File: src/rtl/phy_rx_nlane.sv
// Multi-lane PHY receive path: per-lane deserialiser, comma lock FSM, word packer and FIFO,
// merged by a round-robin unstriper into one valid/ready word stream.
module phy_rx_nlane #(
  parameter int unsigned NUM_LANES  = 2,
  parameter int unsigned WORD_W     = 32,
  parameter logic [7:0]  COMMA      = 8'hBC,
  parameter int unsigned LOCK_CNT   = 4,
  parameter int unsigned FIFO_DEPTH = 4
) (
  input  logic                 clk,
  input  logic                 reset,
  input  logic [NUM_LANES-1:0] serial_in,
  input  logic                 ready_in,
  output logic [WORD_W-1:0]    data_out,
  output logic                 valid_out,
  output logic [NUM_LANES-1:0] lane_locked,
  output logic                 all_locked,
  output logic [NUM_LANES-1:0] overflow
);

  localparam int unsigned NumBytes = WORD_W / 8;
  localparam int unsigned ByteW    = (NumBytes > 1) ? $clog2(NumBytes) : 1;
  localparam int unsigned LockW    = $clog2(LOCK_CNT + 1);
  localparam int unsigned AddrW    = $clog2(FIFO_DEPTH);
  localparam int unsigned RrW      = (NUM_LANES > 1) ? $clog2(NUM_LANES) : 1;

  typedef enum logic [1:0] {StSearch, StLocking, StLocked} lane_state_e;

  logic [WORD_W-1:0]    fifo_head [NUM_LANES];
  logic [NUM_LANES-1:0] fifo_empty;
  logic [NUM_LANES-1:0] pop;
  logic [RrW-1:0]       rr;
  logic                 load;

  for (genvar i = 0; i < NUM_LANES; i++) begin : g_lane
    lane_state_e       state;
    logic [6:0]        sr;
    logic [2:0]        bit_cnt;
    logic [LockW-1:0]  lock_cnt;
    logic [ByteW-1:0]  byte_idx;
    logic [WORD_W-1:0] word;
    logic [WORD_W-1:0] word_next;
    logic              push;
    logic [7:0]        cand;
    logic              is_comma;
    logic              boundary;

    assign cand     = {sr, serial_in[i]};
    assign is_comma = (cand == COMMA);
    assign boundary = (bit_cnt == 3'd7);
    assign lane_locked[i] = (state == StLocked);

    // First byte of a word lands in the MSBs.
    always_comb begin
      word_next = word;
      for (int unsigned k = 0; k < NumBytes; k++) begin
        if (byte_idx == ByteW'(k)) word_next[WORD_W-1-8*k -: 8] = cand;
      end
    end

    always_ff @(posedge clk or negedge reset) begin
      if (!reset) begin
        state    <= StSearch;
        sr       <= '0;
        bit_cnt  <= '0;
        lock_cnt <= '0;
        byte_idx <= '0;
        word     <= '0;
        push     <= 1'b0;
      end else begin
        sr      <= cand[6:0];
        bit_cnt <= bit_cnt + 3'd1;
        push    <= 1'b0;
        unique case (state)
          StSearch: begin
            if (is_comma) begin
              bit_cnt  <= 3'd0;
              lock_cnt <= LockW'(1);
              state    <= (LOCK_CNT == 1) ? StLocked : StLocking;
            end
          end
          StLocking: begin
            if (boundary) begin
              if (is_comma) begin
                lock_cnt <= lock_cnt + LockW'(1);
                if (lock_cnt + LockW'(1) == LockW'(LOCK_CNT)) state <= StLocked;
              end else begin
                lock_cnt <= '0;
                state    <= StSearch;
              end
            end
          end
          StLocked: begin
            if (boundary) begin
              if (is_comma) begin
                byte_idx <= '0;
              end else if (byte_idx == ByteW'(NumBytes - 1)) begin
                byte_idx <= '0;
                word     <= word_next;
                push     <= 1'b1;
              end else begin
                byte_idx <= byte_idx + ByteW'(1);
                word     <= word_next;
              end
            end
          end
          default: state <= StSearch;
        endcase
      end
    end

    logic [WORD_W-1:0] mem [FIFO_DEPTH];
    logic [AddrW:0]    wptr;
    logic [AddrW:0]    rptr;
    logic              full;
    logic              wr_en;
    logic              ovf;

    assign fifo_empty[i] = (wptr == rptr);
    assign full          = (wptr[AddrW] != rptr[AddrW]) &&
                           (wptr[AddrW-1:0] == rptr[AddrW-1:0]);
    // A pop in the same cycle frees the slot, so a full FIFO still accepts the push.
    assign wr_en         = push && (!full || pop[i]);
    assign fifo_head[i]  = mem[rptr[AddrW-1:0]];
    assign overflow[i]   = ovf;

    always_ff @(posedge clk) begin
      if (wr_en) mem[wptr[AddrW-1:0]] <= word;
    end

    always_ff @(posedge clk or negedge reset) begin
      if (!reset) begin
        wptr <= '0;
        rptr <= '0;
        ovf  <= 1'b0;
      end else begin
        if (wr_en)  wptr <= wptr + {{AddrW{1'b0}}, 1'b1};
        if (pop[i]) rptr <= rptr + {{AddrW{1'b0}}, 1'b1};
        if (push && full && !pop[i]) ovf <= 1'b1;
      end
    end
  end

  assign all_locked = &lane_locked;

  // Strict round robin: waits on an empty lane rather than skipping it.
  always_comb begin
    load = 1'b0;
    pop  = '0;
    if (all_locked && (!valid_out || ready_in) && !fifo_empty[rr]) begin
      load    = 1'b1;
      pop[rr] = 1'b1;
    end
  end

  always_ff @(posedge clk or negedge reset) begin
    if (!reset) begin
      data_out  <= '0;
      valid_out <= 1'b0;
      rr        <= '0;
    end else if (load) begin
      data_out  <= fifo_head[rr];
      valid_out <= 1'b1;
      rr        <= (rr == RrW'(NUM_LANES - 1)) ? '0 : rr + RrW'(1);
    end else if (ready_in) begin
      valid_out <= 1'b0;
    end
  end

endmodule
File: config.mk
export PLATFORM = sky130hd
export DESIGN_NAME = phy_rx_nlane
export DESIGN_NICKNAME = d
export VERILOG_FILES = /design/src/rtl/phy_rx_nlane.sv
export SDC_FILE = /design/constraint.sdc
export NUM_CORES = 1
export LEC_CHECK = 0
export CORE_MARGIN = 10
export CORE_UTILIZATION = 52
export CTS_BUF_LIST = sky130_fd_sc_hd__clkbuf_8
export DETAILED_ROUTE_END_ITERATION = 10
export PLACE_DENSITY = 0.74
export SLEW_MARGIN = 20
export SYNTH_ARGS = -nofsm -noshare
export SYNTH_HDL_FRONTEND = slang
export SYNTH_SLANG_ARGS = --single-unit
export TNS_END_PERCENT = 5
File: constraint.sdc
create_clock -name clk -period 4.4 [get_ports clk]
set_input_delay 0.88 -clock clk [delete_from_list [all_inputs] [get_ports clk]]
set_output_delay 0.88 -clock clk [all_outputs]
set_load 0.02 [all_outputs]
# --- After elaboration in Yosys (flattened, before gate mapping) ---
# Memory sizes are Yosys's and may differ from the RTL's.
# Cells that the tools add are included.
word_totals:
  ff_bits: 148
  mem_bits_rw: 256
  in_bits: 5
  out_inout_bits: 38
  elab_cells: 170
  n_memories: 2
mem_list:
  columns: ["memory", "words", "width", "rd", "rd_ports_with_merged_regs", "write_ports", "line_no", "source"]
  rows:
  - ["g_lane[0].mem", 4, 32, 1, 0, 1, "112", "logic [WORD_W-1:0] mem [FIFO_DEPTH];"]
  - ["g_lane[1].mem", 4, 32, 1, 0, 1, "112", null]
classes:
  n_addsub: 11
  order_cmp: 3
  eq_ne: 28
  mux: 50
  bitwise_logic: 5
  reduce_logical: 42
ops:
  columns: ["operator", "n"]
  rows:
  - ["$mux W32", 3]
  - ["$reduce_and A4 Y1", 10]
  - ["$mux W3", 10]
  - ["$mux W2", 13]
  - ["$add A3 B1 Y3 const B", 8]
  - ["$mux W1", 19]
  - ["$eq A8 B8 Y1 const B", 2]
  - ["$eq A2 B2 Y1 const B", 6]
  - ["$eq A3 B3 Y1 const B", 4]
  - ["$pmux W2 S3", 2]
  - ["$pmux W3 S2", 2]
  - ["$logic_and A1 B1 Y1", 11]
  - ["$eq A2 B1 Y1 const B", 4]
  - ["$logic_not A2 Y1", 4]
  - ["$ne A2 B2 Y1 const B", 4]
  - ["$eq A3 B3 Y1", 2]
  - ["$logic_not A1 Y1", 6]
  - ["$ne A3 B3 Y1 const B", 2]
  - ["$reduce_and A2 Y1", 3]
  - ["$reduce_and A3 Y1", 2]
  - ["$reduce_bool A2 Y1", 3]
  - ["$add A2 B1 Y2 const B", 2]
  - ["$eq A2 B2 Y1", 2]
  - ["$not A1 Y1", 4]
  - ["other kinds (8)", 11]

# --- Depth between registers and ports, before layout ---
logic_depth:
  ltp_word: 10
  mapped_depth: 7

# --- Worst setup path before layout ---
# OpenSTA, ideal clock, no wires.
synth_path:
  path_type: "in2reg"
  startpoint: "in ready_in"
  endpoint: "mem g_lane[1].mem[3][0] (enable)"
  setup_ns: 0.435
  t_arrival_ns: 2.898
  path_slack_ns: 1.067
  cell_stages: 3
  path_buffers: 0
  path_cell_list: "nand2b_1 > nand3_1 > a21oi_1"
synth_between:
  elab_chain_cells: 8
synth_lines:
  columns: ["element", "line_no", "source"]
  rows:
  - ["start: declaration", "13", "input logic ready_in,"]
  - ["$logic_or A1 B1 Y1", "150", "if (all_locked && (!valid_out || ready_in) && !fifo_empty[rr]) begin"]
  - ["$logic_and A1 B1 Y1 (2 in series)", "150", null]
  - ["$mux W2", "150", null]
  - ["$logic_or A1 B1 Y1", "123", "assign wr_en = push && (!full || pop[i]);"]
  - ["$logic_and A1 B1 Y1", "123", null]
  - ["$mux W1", "128", "if (wr_en) mem[wptr[AddrW-1:0]] <= word;"]
  - ["$mux W1 (not written as such)", "128", null]
  - ["end: declaration", "112", null]
# Every way passes these cells.

# --- Final worst setup path ---
layout_path:
  startpoint: "reg g_lane[1].state[0]"
  endpoint: "out all_locked"
layout_between:
  elab_chain_cells: 2
layout_lines:
  columns: ["element", "line_no", "source"]
  rows:
  - ["start: declaration", "36", "lane_state_e state;"]
  - ["start signal: assignment", "63", "state <= StSearch;"]
  - ["start signal: assignment", "79", "state <= (LOCK_CNT == 1) ? StLocked : StLocking;"]
  - ["start signal: assignment", "86", "if (lock_cnt + LockW'(1) == LockW'(LOCK_CNT)) state <= StLocked;"]
  - ["$eq A2 B2 Y1", "51", "assign lane_locked[i] = (state == StLocked);"]
  - ["$reduce_and A2 Y1", "144", "assign all_locked = &lane_locked;"]
  - ["end: declaration", "17", "output logic all_locked,"]
# Every way passes these cells.

==> results.py <==
metrics = {
    "flow_run": {
        "cap_violations": 0,
    },
    "grt": {
        "grt_max_degree": 95,
        "grt_pass1_vias": 7985,
        "grt_pass1_wl_um": 47170,
        "antenna_found_initial": 0,
        "grt-ovfl-total": 0,
        "gr-usage-all-layers_pct": 15.96,
    },
    "placement": {
        "pre_cts_slack_ns": 0.9827,
        "placed_cells": 1226,
        "gp_congestion": 0.8245,
        "dp_hpwl_um": 19330,
        "io_buffer_count": 42,
    },
    "critical_path": {
        "cp.required_ns": 3.52,
        "cp.arrival_ns": 2.26,
        "end_kind": "primary output",
        "critPathKind": "reg -> out",
        "path_max_fanout": 11,
        "cp-start-kind": "register",
        "reg2reg_slack_ns": 1.61,
        "reg2reg_to": "g_lane[0].mem[2][8]",
        "reg2reg_from": "rr",
        "rr_worst_depth": 5,
    },
    "synthesis": {
        "syn_inst": 813,
        "synth_cell_types": 53,
        "ys_ff_latch": 404,
        "ys_seq_area_share_pct": 72.61,
        "synth.avg_cell_area_um2": 19.30,
        "ys_warn_count": 0,
        "synthArstFlopShare_pct": 36.63,
        "synth_nets": 844,
        "syn_area_um2": 15690,
        "synth_edf_count": 256,
        "ys.flop_type": "edfxtp_1",
    },
    "floorplan": {
        "io_pins": 43,
        "coreArea_um2": 29720,
        "die_h_um": 193.7,
        "die_w_um": 193.7,
        "start_util_pct": 52.79,
        "row_count": 63,
        "dieArea_um2": 37520,
    },
    "timing": {
        "rsz0062_at_grt": "no",
        "finalMaxSlewViolations": 0,
        "fmax_mhz": 318.2,
        "relSlewSlack_pct": 40.08,
        "fin_setup_tns_ns": 0,
        "period_share_pct": 71.42,
        "fin_worst_skew_ns": 0.02618,
        "worstMarginPinSlew_ns": 0.8989,
        "fin_crit_ns": 3.143,
        "setup_viol": 0,
        "hold_violations": 0,
        "worst_slack_ns": 1.257,
    },
    "clocking": {
        "root_buffer": "clkbuf_8",
        "numCtsBuffers": 60,
        "clock_latency_ns": 0.61,
        "ctsResizeCount": 0,
        "post_cts_buffers": 0,
        "clock-sinks": 404,
        "path_clk_slew_ns": 0.06,
        "htreeDepth": 2,
        "cts_tree": "done",
        "cts_buffer_depth": 3,
        "hold_buffers": 0,
    },
    "cells_and_area": {
        "stdcell_count": 1339,
        "antenna_cells": 0,
        "final_cell_mix": "edfxtp_1 (256), dfrtp_1 (147), clkbuf_8 (68), mux2_2 (47), inv_1 (46)",
        "fin_util_pct": 59.88,
        "area_delta_synth_final_pct": 13.44,
        "fillCellCount": 2135,
        "final_common_cell": "edfxtp_1",
        "final_layout_size_suffix_gt1_share_pct": 20.44,
        "nets": 929,
    },
    "power": {
        "pwr-share-comb_pct": 25.1,
        "powerDensity_nw_per_um2": 568.0,
        "swShare_pct": 29.18,
        "p_int_mw": 7.159,
        "vdd_drop_max_mv": 0.3010,
        "power.total_mw": 10.11,
        "p_leak_nw": 6.703,
        "clockPowerShare_pct": 29.1,
        "p_switching_mw": 2.950,
        "pwr-share-seq_pct": 45.8,
    },
    "drt": {
        "route.detailed.drc": 0,
        "antenna_left": 0,
        "drtPass1Iterations": 4,
        "vias": 7690,
        "totalWireLength_um": 30060,
        "drt_iter0_markers": 466,
        "wl_per_cell_um": 22.45,
        "viasPerCell": 5.743,
    },
    "status": {
        "status": "finished, final reports clean",
    },
    "min_path": {
        "hold_class": "in -> async",
    },
}
registers in the layout, summed over array words and instances (netlist names), 6 cells and up:
name and cells:
data_out 32, g_lane.bit_cnt 6, g_lane.lock_cnt 6, g_lane.mem 256
g_lane.rptr 6, g_lane.sr 14, g_lane.word 64, g_lane.wptr 6
worst max-delay path, cell delays in order, from the launching register on:
cell             delay [ns]
dfrtp_1                0.53
and4bb_4               0.49
clkdlybuf4s50_1        0.64
layer usage:
layer,GRT usage [%],up-vias,routed length (um)
li1,-,3436,-
met1,21.87,4021,13030
met2,25.48,191,15010
met3,3.216,42,1523
met4,4.578,0,495
met5,0,-,0
per-stage QoR:
stage / hold WS (ns) / cell area, um^2
after global placement: 0.4193 / 16590
final: 0.3388 / 17800
after floorplan: 0.4063 / 15690
after global routing: 0.3888 / 17800
after CTS: 0.3560 / 17800
after detailed placement: 0.4316 / 16590
area by class of cell:
class,instances,area (um^2),share of cell area [%]
Inverter,13,48.80,0.2742
Clock buffer,68,935.9,5.259
Multi-Input combinational cell,360,4049,22.75
Tap cell,390,488.0,2.742
Timing Repair Buffer,59,611.8,3.438
Clock inverter,45,270.3,1.519
Sequential cell,404,11390,64.02
synth_stat cells, types with 2 or more instances:
cell type / instances / area, um^2
a21boi_1: 2 / 15.01
a21oi_1: 11 / 55.05
a221o_1: 32 / 320.3
a22o_1: 3 / 26.28
a32o_1: 2 / 20.02
and2_1: 8 / 50.05
and3_1: 33 / 206.5
buf_2: 12 / 60.06
buf_4: 7 / 52.55
buf_6: 6 / 67.56
clkbuf_1: 11 / 41.29
dfrtp_1: 148 / 3704
edfxtp_1: 256 / 7687
ha_1: 26 / 325.3
inv_1: 13 / 48.80
mux2_1: 9 / 101.4
mux2_2: 47 / 529.3
mux4_1: 29 / 762.0
mux4_2: 35 / 788.3
nand2_1: 14 / 52.55
nand2_2: 4 / 25.02
nand3_1: 13 / 65.06
nand4b_1: 2 / 17.52
nand4bb_1: 2 / 22.52
nor2_1: 12 / 45.04
nor2_2: 4 / 25.02
nor2b_1: 8 / 50.05
nor3_1: 5 / 25.02
o21ai_0: 12 / 60.06
o22a_1: 6 / 52.55
o22ai_1: 2 / 12.51
o31ai_1: 2 / 15.01
xnor2_1: 6 / 52.55
xor2_1: 12 / 105.1
kinds of logic (layout without fill, tap and decap cells):
group                    Yosys count  count (layout)  synth area share (%)
XOR/XNOR                          18              18                 1.005
buffers and inverters             49             185                 1.723
flip-flops                       404             404                 72.61
AO/OA/AOI/OAI                     81              81                 4.323
adder cells (fa/ha/maj)           26              26                 2.074
multiplexers                     121             121                 14.05
AND/OR/NAND/NOR                  114             114                 4.219
power groups by stage:
stage / clock, mW / sequential, mW / combinational [mW]
floorplan: 0 / 4.74 / 1.68
global placement: 0 / 4.70 / 2.49
detailed placement: 0 / 4.71 / 2.55
CTS: 3.02 / 4.64 / 2.56
global route: 3.20 / 4.67 / 2.71
finish: 2.94 / 4.63 / 2.54
worst max path at each step:
stage | start | endpoint | slack (ns) | cells past startpoint
final | g_lane[1].state[0] | all_locked | 1.26 | 2
after global routing | g_lane[1].state[0] | all_locked | 1.17 | 2
after CTS | g_lane[1].state[0] | all_locked | 1.22 | 2
after detailed placement | ready_in | g_lane[0].mem[2][21] | 0.98 | 6
after global placement | ready_in | g_lane[0].mem[1][21] | 1.10 | 6
after floorplan | ready_in | g_lane[1].mem[3][0] | 1.07 | 3
No activity file was read; power rests on OpenSTA's default activity.
